**config.mk**
```make
export PLATFORM = sky130hd
export DESIGN_NAME = key_pulse
export DESIGN_NICKNAME = d
export VERILOG_FILES = /design/src/rtl/key_pulse_pkg.sv /design/src/rtl/key_pulse_sync_ff.sv /design/src/rtl/key_pulse.sv
export SDC_FILE = /design/constraint.sdc
export NUM_CORES = 1
export LEC_CHECK = 0
export ABC_AREA = 1
export CAP_MARGIN = 0
export CORE_ASPECT_RATIO = 1.1
export CORE_UTILIZATION = 45
export DETAILED_ROUTE_END_ITERATION = 10
export GPL_TIMING_DRIVEN = 0
export PLACE_DENSITY = 0.67
export SLEW_MARGIN = 10
export SYNTH_ARGS = -nofsm -noshare
export SYNTH_HDL_FRONTEND = slang
export SYNTH_SLANG_ARGS = --single-unit
export TNS_END_PERCENT = 30
```
**constraint.sdc**
```tcl
create_clock -name CLOCK_50 -period 2.6 [get_ports CLOCK_50]
set_clock_uncertainty 0.05 [all_clocks]
set_input_delay 0.65 -clock CLOCK_50 [delete_from_list [all_inputs] [get_ports CLOCK_50]]
set_output_delay 0.65 -clock CLOCK_50 [all_outputs]
set_load 0.02 [all_outputs]
```
**src/rtl/key_pulse_pkg.sv**
```systemverilog
// Shared types and defaults for the pushbutton conditioning stage.
package key_pulse_pkg;

    typedef enum logic [1:0] {
        IDLE,
        PRESS_WAIT,
        HELD,
        RELEASE_WAIT
    } state_t;

    localparam int DEBOUNCE_50MHZ_20MS = 1000000;
    localparam int SYNC_DEPTH_DEFAULT  = 2;

    function automatic int max3(input int a, input int b, input int c);
        int m;
        m = (a > b) ? a : b;
        return (m > c) ? m : c;
    endfunction

endpackage

```
**src/rtl/key_pulse_sync_ff.sv**
```systemverilog
// N-stage synchroniser with async active-low reset to a configurable value.
module sync_ff #(
    parameter int               WIDTH   = 1,
    parameter int               STAGES  = 2,
    parameter logic [WIDTH-1:0] RST_VAL = '0
) (
    input  logic             i_clk,
    input  logic             i_rst_n,
    input  logic [WIDTH-1:0] i_d,
    output logic [WIDTH-1:0] o_q
);

    logic [STAGES-1:0][WIDTH-1:0] r_sync;

    always_ff @(posedge i_clk or negedge i_rst_n) begin
        if (!i_rst_n)
            r_sync <= {STAGES{RST_VAL}};
        else
            r_sync <= {r_sync[STAGES-2:0], i_d};
    end

    assign o_q = r_sync[STAGES-1];

endmodule

```
**src/rtl/key_pulse.sv**
```systemverilog
// Pushbutton synchroniser + debouncer producing a level and press/release strobes.
// Define KEY_PULSE_REPEAT_EN to emit auto-repeat press strobes while held.
module key_pulse
    import key_pulse_pkg::*;
#(
    parameter int DEBOUNCE_CYCLES = DEBOUNCE_50MHZ_20MS,
    parameter int SYNC_STAGES     = SYNC_DEPTH_DEFAULT,
    parameter int REPEAT_DELAY    = 25000000,
    parameter int REPEAT_PERIOD   = 10000000
) (
    input  logic CLOCK_50,
    input  logic Resetn,
    input  logic key_n,
    output logic pressed,
    output logic press_pulse,
    output logic release_pulse
);

    localparam int CNT_MAX = max3(DEBOUNCE_CYCLES, REPEAT_DELAY, REPEAT_PERIOD);
    localparam int CNT_W   = $clog2(CNT_MAX + 1);
    localparam logic [CNT_W-1:0] DB_LAST = CNT_W'(DEBOUNCE_CYCLES - 1);
`ifdef KEY_PULSE_REPEAT_EN
    localparam logic [CNT_W-1:0] RD_LAST = CNT_W'(REPEAT_DELAY - 1);
    localparam logic [CNT_W-1:0] RP_LAST = CNT_W'(REPEAT_PERIOD - 1);
`endif

    logic             w_key_sync_n;
    logic             w_s;
    state_t           r_state;
    logic [CNT_W-1:0] r_cnt;
    logic             r_pressed;
    logic             r_press_pulse;
    logic             r_release_pulse;
`ifdef KEY_PULSE_REPEAT_EN
    logic             r_rep;
`endif

    // Resets to released so no press is seen while the chain fills.
    sync_ff #(
        .WIDTH  (1),
        .STAGES (SYNC_STAGES),
        .RST_VAL(1'b1)
    ) u_sync (
        .i_clk  (CLOCK_50),
        .i_rst_n(Resetn),
        .i_d    (key_n),
        .o_q    (w_key_sync_n)
    );

    assign w_s = ~w_key_sync_n;

    always_ff @(posedge CLOCK_50 or negedge Resetn) begin
        if (!Resetn) begin
            r_state         <= IDLE;
            r_cnt           <= '0;
            r_pressed       <= 1'b0;
            r_press_pulse   <= 1'b0;
            r_release_pulse <= 1'b0;
`ifdef KEY_PULSE_REPEAT_EN
            r_rep           <= 1'b0;
`endif
        end else begin
            r_press_pulse   <= 1'b0;
            r_release_pulse <= 1'b0;
            case (r_state)
                IDLE: begin
                    if (w_s) begin
                        r_state <= PRESS_WAIT;
                        r_cnt   <= '0;
                    end
                end
                PRESS_WAIT: begin
                    if (!w_s) begin
                        r_state <= IDLE;
                        r_cnt   <= '0;
                    end else if (r_cnt == DB_LAST) begin
                        r_state       <= HELD;
                        r_cnt         <= '0;
                        r_pressed     <= 1'b1;
                        r_press_pulse <= 1'b1;
`ifdef KEY_PULSE_REPEAT_EN
                        r_rep         <= 1'b0;
`endif
                    end else begin
                        r_cnt <= r_cnt + 1'b1;
                    end
                end
                HELD: begin
                    if (!w_s) begin
                        r_state <= RELEASE_WAIT;
                        r_cnt   <= '0;
                    end
`ifdef KEY_PULSE_REPEAT_EN
                    // First strobe after the delay, then every period.
                    else if (r_cnt == (r_rep ? RP_LAST : RD_LAST)) begin
                        r_press_pulse <= 1'b1;
                        r_cnt         <= '0;
                        r_rep         <= 1'b1;
                    end else begin
                        r_cnt <= r_cnt + 1'b1;
                    end
`endif
                end
                RELEASE_WAIT: begin
                    if (w_s) begin
                        r_state <= HELD;
                        r_cnt   <= '0;
`ifdef KEY_PULSE_REPEAT_EN
                        r_rep   <= 1'b0;
`endif
                    end else if (r_cnt == DB_LAST) begin
                        r_state         <= IDLE;
                        r_cnt           <= '0;
                        r_pressed       <= 1'b0;
                        r_release_pulse <= 1'b1;
                    end else begin
                        r_cnt <= r_cnt + 1'b1;
                    end
                end
                default: begin
                    r_state <= IDLE;
                    r_cnt   <= '0;
                end
            endcase
        end
    end

    assign pressed       = r_pressed;
    assign press_pulse   = r_press_pulse;
    assign release_pulse = r_release_pulse;

endmodule

```
; Word-level counts from Yosys, hierarchy flattened
; Index checks and enable logic that the tools add are counted.
[classes]
n_addsub = 1
n_eq_ne = 12
muxes = 23
n_reduce_logical = 5
[ops]
columns = op, n
row1 = $mux 25, 5
row2 = $pmux 25 s4, 1
row3 = $add 25x1->25 const B, 1
row4 = $eq 25x20->1 const B, 1
row5 = $mux 2, 6
row6 = $mux 1, 9
row7 = $ne 2x2->1 const B, 4
row8 = $pmux 2 s4, 1
row9 = $reduce_and 5->1, 1
row10 = $eq 2x2->1 const B, 2
row11 = $ne 2x1->1 const B, 2
row12 = $reduce_and 4->1, 1
row13 = $ne 3x2->1 const B, 1
row14 = $ne 3x3->1 const B, 1
row15 = $eq 2x1->1 const B, 1
row16 = $logic_not 2->1, 1
row17 = $pmux 1 s2, 1
row18 = $reduce_and 2->1, 1
row19 = $reduce_bool 2->1, 1
[word_totals]
reg_bits = 32
input_bits = 3
out_inout_bits = 3
wordCells = 48

; Logic depth before layout (Yosys ltp)
; Gate-level depths: netlist of the first run.
[depth]
ltp_word = 4
ltp_mapped = 10
ltp_nobuf = 10

; By module
; From an unflattened synthesis of the first run, not the netlist that was laid out.
[unflattened]
cells_unflattened = 270
area_unflattened_um2 = 2053.2
[by_module_without_submodules]
columns = module, instances, cells_per_inst, area_each_um2
row1 = key_pulse, 1, 268, 2000.7
row2 = sync_ff, 1, 2, 52.6

; Least setup slack after synthesis of the first run
; No wires, ideal clock.
[synth_timing]
path_kind = register to register
startpoint = register r_cnt[0]
endpoint = register r_cnt[21]
setup_time_ns = 0.117
arrival_time_ns = 1.353
t_required_ns = 2.433
slack_ns = 1.080
stages_incl_launch_ff = 10
n_path_buf = 1
synth_period_minus_slack_ns = 1.520
cell_sequence = dfrtp_1 > ha_1 > nand2_2 > nor2_8 > nand3_1 > nor2_2 > nor2_4 > buf_6 > nand3_1 > nand2_1
[synth_between]
elab_chain_cells = 4
word_cells_on_any_way = 6
cone_classes = add/sub (1) / eq/ne (1) / mux (4)
[synth_rtl]
columns = element, line_no
row1 = from (decl), key_pulse.sv:30  ; logic [CNT_W-1:0] r_cnt;
row2 = from (signal assigned), key_pulse.sv:85  ; r_cnt <= r_cnt + 1'b1;
row3 = from (signal assigned), key_pulse.sv:117  ; r_cnt <= r_cnt + 1'b1;
row4 = $add 25x1->25 / $eq 25x20->1 (equally long branches), --
row5 = $mux 25 *, "key_pulse.sv:76, key_pulse.sv:111"
row6 = $mux 25 (on tied branches), "key_pulse.sv:105, key_pulse.sv:73"
row7 = $pmux 25 s4 *, key_pulse.sv:65  ; case (r_state)
; Mark *: on every way between the ends. The rest lies on a longest branch, timed or not.
; A chain may end at the register's enable or synchronous reset.

; Final worst setup path of the first run
[layout_timing]
startpoint = register r_pressed, in the netlist pressed
endpoint = output pressed
[layout_lines]
columns = element, line_no
row1 = from (decl), key_pulse.sv:31  ; logic r_pressed;
row2 = from (signal assigned), key_pulse.sv:56  ; r_pressed <= 1'b0;
row3 = from (signal assigned), key_pulse.sv:79  ; r_pressed <= 1'b1;
row4 = from (signal assigned), key_pulse.sv:114  ; r_pressed <= 1'b0;
row5 = to (decl), key_pulse.sv:14  ; output logic pressed,
; No word-level cell between the ends.

==> impl_metrics.json, run 1 <==
{
  "status": "finished, final reports clean",
  "cp_slowest_stage_delay_ps": 600,
  "dr_wl_met3_um": 215,
  "worstMarginPinSlew_ps": 713,
  "powerDensity_nw_per_um2": 634,
  "cp_top_family": "buffers and inverters",
  "grt_max_degree": 33,
  "setup_slack_ps": 660,
  "yosys.area_share.adder_pct": 0.633,
  "routedWlPerCell_um": 12.2,
  "dp_slack_ps": 925,
  "viasPerCell": 5.07,
  "critPathBufInv": 1,
  "dr.pass1.iters": 6,
  "synth.top_cell.area_share_pct": 38.0,
  "crit_arrival_ps": 1240,
  "ys_types": 26,
  "worst-path-stages": 1,
  "ys_warn_count": 0,
  "antenna_found_initial": 0,
  "ys_seq_area_share_pct": 40.6,
  "routed_wl_um": 4250,
  "crit_start": "pressed",
  "cts_tree": "built",
  "r2r_start": "r_cnt[0]",
  "leakagePower_uw": 0.00105,
  "wl_met1_um": 2030,
  "r2r_end": "r_cnt[17]",
  "cts_hold_buf": 0,
  "critPathMaxFanout": 2,
  "gr-total-overflow": 0,
  "endpoint": "pressed",
  "grt_usage_pct": 20.9,
  "drt_iter0_drc": 66,
  "syn_nets": 288,
  "synth_top_family_by_area": "simple AND/OR/NAND/NOR gates",
  "yosys.area.top_type": "dfrtp_1",
  "clk_pin_slew_ps": 70,
  "multi_input_area_um2": 1000,
  "post_synth_instance_area_um2": 1980,
  "route.detailed.drc": 0,
  "cts.repair.resized": 0,
  "fp.dieH_um": 71.5,
  "cpMaxStageDelayCell": "clkdlybuf4s50_1",
  "area_growth_syn_to_layout_pct": 12.0,
  "initial_core_util_pct": 48.4,
  "final_antenna_net_count": 0,
  "synthSimpleGateAreaFrac_pct": 41.8,
  "max-slew-margin-rel_pct": 52.5,
  "gp_congestion": 0.910,
  "syn_area_per_cell_um2": 6.96,
  "cts_buffers": 5,
  "finalSetupTns_ps": 0,
  "grt_pass1_wl_um": 7450,
  "min_period_over_period_pct": 74.6,
  "die-area_um2": 4660,
  "nFillCells": 420,
  "finalMaxSlewViolations": 0,
  "cts-root-buf": "clkbuf_8",
  "n_antenna_cell": 0,
  "port_buffers": 5,
  "synth_cells": 284,
  "drive_gt1_share_pct": 10.4,
  "rows": 24,
  "io_pins": 6,
  "cp-end-kind": "primary output",
  "nets": 300,
  "criticalPathCategory": "reg -> out",
  "crit_chain": "clkdlybuf4s50_1",
  "ys_seq_elements": 32,
  "insertion_delay_ps": 290,
  "synth_area_leaders": "dfrtp_1 38%, nand2_1 20%, inv_1 6.6%",
  "grt_pass1_vias": 1590,
  "hold_class": "reg -> reg",
  "cp.required_ps": 1900,
  "clock_path_buffers": 2,
  "dr_wl_met2_um": 1950,
  "vias": 1769,
  "fmax_mhz": 516,
  "yosys.area_share.xor_xnor_pct": 2.66,
  "cp-start-kind": "flip-flop",
  "drv_cap": 0,
  "r2r_slack_ps": 920,
  "highest_layer": "met4",
  "synth-compound-area-share_pct": 5.63,
  "reg2reg_depth": 9,
  "postCtsSetupBuffers": 0,
  "coreArea_um2": 4080,
  "muxShareOfSynthArea_pct": 0,
  "final-setup-viol-count": 0,
  "hpwl_um": 3110,
  "numClockSinks": 32,
  "finalCriticalPeriod_ps": 1940,
  "die_w_um": 65.2,
  "htreeDepth": 2,
  "irDropWorstVdd_uv": 471,
  "register_area_um2": 803,
  "finalHoldViolCount": 0,
  "rsz0062_at_grt": "no"
}
## layer usage
metal | track usage (%) | up-vias
met5 | 0 | -
met2 | 34.2 | 42
met4 | 6.52 | 0
met3 | 4.46 | 5
li1 | - | 916
met1 | 27.6 | 806
## worst min-delay path by stage
stage                                             to        startpoint  cells past startpoint  slack [ps]
after global placement                    u_sync.o_q  u_sync.r_sync[0]                      0         300
final                                     u_sync.o_q  u_sync.r_sync[0]                      0         310
after floorplan           asynchronous set/reset pin            Resetn                      0         300
after CTS                                 u_sync.o_q  u_sync.r_sync[0]                      0         310
after detailed placement                  u_sync.o_q  u_sync.r_sync[0]                      0         300
after global routing                      u_sync.o_q  u_sync.r_sync[0]                      0         310
## Yosys cell counts
library cell  instances
ha_1                  1
o21bai_1              2
xnor2_1               2
nor3_1                2
nand3b_1              2
xor2_1                4
dfstp_2               2
nor2_1               29
nor2_4                1
nor2_2                5
o21ai_0               8
inv_2                 2
o22ai_1               7
o211ai_1              1
nor2_8                1
nand4_1               9
nand3_2               1
nand3_4               1
nand3_1              24
nand2_1             105
nand2_2               5
dfrtp_1              30
buf_2                 2
buf_6                 2
a21oi_1               1
inv_1                35
## sequential cells by signal (all words and copies together) (netlist names), named ones only
name,flops
u_sync.o_q,1
r_cnt,25
press_pulse,1
pressed,1
release_pulse,1
r_state,1
u_sync.r_sync,1
## cell usage in the layout (no fill, tap or decap), drive strengths merged
cell type      Yosys  final
nor2              36     36
inv               37     37
clkbuf             0      7
nand3             26     26
a21oi              1      1
o21bai             2      2
dfstp              2      2
xnor2              2      2
nand2            110    110
nand3b             2      2
nor3               2      2
o22ai              7      7
dfrtp             30     30
o21ai              8      8
xor2               4      4
o211ai             1      1
nand4              9      9
buf                4      5
bufinv             0      1
ha                 1      1
clkdlybuf4s50      0      4
## cell type report
type	instances	share of cell area, %
Clock inverter	1	1.36
Clock buffer	7	4.35
Buffer	4	1.47
Sequential cell	32	36.3
Tap cell	52	2.94
Inverter	37	6.27
Multi-Input combinational cell	211	45.3
Timing Repair Buffer	5	2.04
## kinds of logic (layout without fill, tap and decap cells)
| group | Yosys count | in the layout |
|---|---|---|
| AOI/OAI and AO/OA | 19 | 19 |
| xor gates and xnor gates | 6 | 6 |
| DFF | 32 | 32 |
| and+or+nand+nor | 185 | 185 |
| adders and majority gates | 1 | 1 |
| buffers and inverters | 41 | 54 |
## where the power goes
part           switching, uW  internal (uW)  total [uW]
Sequential              27.0            530         558
Clock                    187            338         525
Combinational            217            104         321
## stage by stage
| step | total power [uW] | utilization [%] | cells | hold WS, ps | area (um2) |
|---|---|---|---|---|---|
| global route | 1470 | 54.2 | 349 | 314 | 2210 |
| detailed placement | 896 | 51.1 | 341 | 299 | 2090 |
| finish | 1400 | 54.2 | 349 | 307 | 2210 |
| global placement | 893 | 51.2 | 341 | 296 | 2090 |
| floorplan | 804 | - | 284 | 295 | 1980 |
| CTS | 1420 | 54.2 | 349 | 309 | 2210 |
(Power assumes the default switching activity.)
==> inputs of run 2 (changes only) <==
PLACE_DENSITY = 0.7   (was 0.67)
clock period = 1.65 ns   (was 2.6 ns; I/O delays follow)
==> run 2 against run 1 <==
  * Critical path depth grew 8
  * Final area grew 4.4%
  * Combinational power grew 100%
  * First-iteration DRC count grew 52%
  * Flip-flop and latch count is the same
  * Via count grew 1.5%
  * Critical endpoint is now r_cnt[23]
  * Largest power group unchanged
==> impl_metrics.json, run 2 (same netlist as run 1, synthesis figures left out) <==
{
  "status": "finished, final reports clean",
  "port_buffers": 5,
  "cts-root-buf": "clkbuf_8",
  "htreeDepth": 2,
  "finalPower_uw": 2170,
  "netSwitchingFraction_pct": 35.5,
  "min_period_over_period_pct": 99.1,
  "area_growth_syn_to_layout_pct": 16.9,
  "rows": 24,
  "io_pins": 6,
  "max-slew-margin-rel_pct": 51.4,
  "final-setup-viol-count": 0,
  "finalHoldViolCount": 0,
  "nets": 309,
  "finalSetupTns_ps": 0,
  "r2r_start": "r_cnt[1]",
  "worstMarginPinSlew_ps": 729,
  "wl_met1_um": 2190,
  "final_cell_mix": "105 x nand2_1, 35 x inv_1, 29 x dfrtp_1, 27 x nor2_1, 24 x nand3_1",
  "gp_congestion": 0.866,
  "clock_path_buffers": 2,
  "critPathMaxFanout": 10,
  "cp-end-kind": "flip-flop",
  "dp_slack_ps": -57.8,
  "coreArea_um2": 4080,
  "antenna_found_initial": 0,
  "gr-total-overflow": 0,
  "instances_no_fill": 358,
  "grt_max_degree": 33,
  "reg2reg_depth": 9,
  "rsz0062_at_grt": "yes",
  "p_sw_uw": 770,
  "dr_wl_met2_um": 2200,
  "viasPerCell": 5.02,
  "crit_arrival_ps": 1770,
  "initial_core_util_pct": 48.4,
  "drv_cap": 0,
  "r2r_end": "r_cnt[23]",
  "final_antenna_net_count": 0,
  "grt_usage_pct": 22.6,
  "dr.pass1.iters": 4,
  "drt_iter0_drc": 100,
  "highest_layer": "met4",
  "setup_slack_ps": 14.9,
  "largest_reg_flops": 25,
  "leakagePower_uw": 0.00111,
  "seqPwrFrac_pct": 40.7,
  "mostFrequentLayoutCell": "nand2_1",
  "routed_wl_um": 4570,
  "numClockSinks": 32,
  "clockPowerShare_pct": 29.5,
  "vias": 1796,
  "cts_tree": "built",
  "clk_pin_slew_ps": 70,
  "p_int_uw": 1400,
  "irDropWorstVdd_uv": 614,
  "grt_pass1_wl_um": 8120,
  "powerDensity_nw_per_um2": 938,
  "cts_buffers": 5,
  "comb_power_share_pct": 29.8,
  "cp-start-kind": "flip-flop",
  "nFillCells": 407,
  "finalMaxSlewViolations": 0,
  "route.detailed.drc": 0,
  "die-area_um2": 4660,
  "hold_class": "in -> async",
  "insertion_delay_ps": 280,
  "cts_hold_buf": 0,
  "fmax_mhz": 612,
  "finalCriticalPeriod_ps": 1640,
  "drive_gt1_share_pct": 16.0,
  "grt_pass1_vias": 1801,
  "routedWlPerCell_um": 12.8,
  "die_w_um": 65.2,
  "cp.required_ps": 1780,
  "fp.dieH_um": 71.5,
  "dpl.cell_count": 341,
  "r2r_slack_ps": 10,
  "regMostFlops": "r_cnt",
  "hpwl_um": 3260,
  "n_antenna_cell": 0,
  "dr_wl_met3_um": 149,
  "criticalPathCategory": "reg -> reg"
}
[run 2: cell count changes in the layout (fill, tap and decap cells not counted), sizes merged]
cell           previous run  this run
bufinv                    1         0
clkbuf                    7         6
dlygate4sd2               0         3
clkdlybuf4s50             4         1
clkinv                    0         2
buf                       5        14
[run 2: critical path, stage by stage (launching register included)]
cell     delay [ps]
dfrtp_1         410
ha_2            230
nand2_4          80
nor2_8          180
nand3_1         100
nor2_2          140
nor2_4           70
buf_6           140
nand3_1          70
nand2_1          50
[run 2: how the worst max path moves through the flow]
| stage | startpoint | cells after the start | end | slack, ps |
|---|---|---|---|---|
| after floorplan | r_cnt[0] | 9 | r_cnt[21] | 130 |
| after global placement | Resetn | 1 | r_cnt[11] | -580 |
| after detailed placement | r_cnt[0] | 9 | r_cnt[18] | -60 |
| after CTS | r_cnt[1] | 9 | r_cnt[18] | 20 |
| after global routing | r_cnt[1] | 9 | r_cnt[20] | -80 |
| final | r_cnt[1] | 9 | r_cnt[23] | 10 |
[run 2: cell type report]
class | count | area, um2 | share of cell area, %
Inverter | 37 | 139 | 6.01
Tap cell | 52 | 65.1 | 2.82
Multi-Input combinational cell | 211 | 1060 | 45.9
Clock inverter | 2 | 10.0 | 0.433
Sequential cell | 32 | 805 | 34.8
Clock buffer | 6 | 82.6 | 3.57
Buffer | 4 | 32.5 | 1.41
Timing Repair Buffer | 14 | 116 | 5.04
[run 2: power groups by stage]
stage	Clock (uW)	Combinational [uW]	Sequential (uW)
after global placement	0	526	893
after floorplan	0	380	886
after CTS	656	551	881
final	640	646	883
after global routing	681	719	890
after detailed placement	0	534	898
[run 2: repair_timing]
| action | CTS | global route |
|---|---|---|
| setup buffers | 4 | 4 |
| pin swaps | 1 | 5 |
| gates cloned | 0 | 1 |
| endpoints found under the setup margin | 23 | 25 |
| resized for setup | 5 | 17 |
[run 2: layer usage]
layer  global-route usage, %  vias to the layer above
met4                    5.56                        0
met3                    4.78                        4
met5                       0                        -
met1                    28.7                      829
li1                        -                      932
met2                    38.8                       31
[run 2: through the flow]
| stage | utilization (%) | area (um2) | hold WS (ps) |
|---|---|---|---|
| floorplan | - | 1980 | 66.9 |
| global placement | 51.2 | 2090 | 295 |
| detailed placement | 51.1 | 2090 | 299 |
| CTS | 54.1 | 2210 | 166 |
| global route | 56.6 | 2310 | 205 |
| finish | 56.6 | 2310 | 128 |
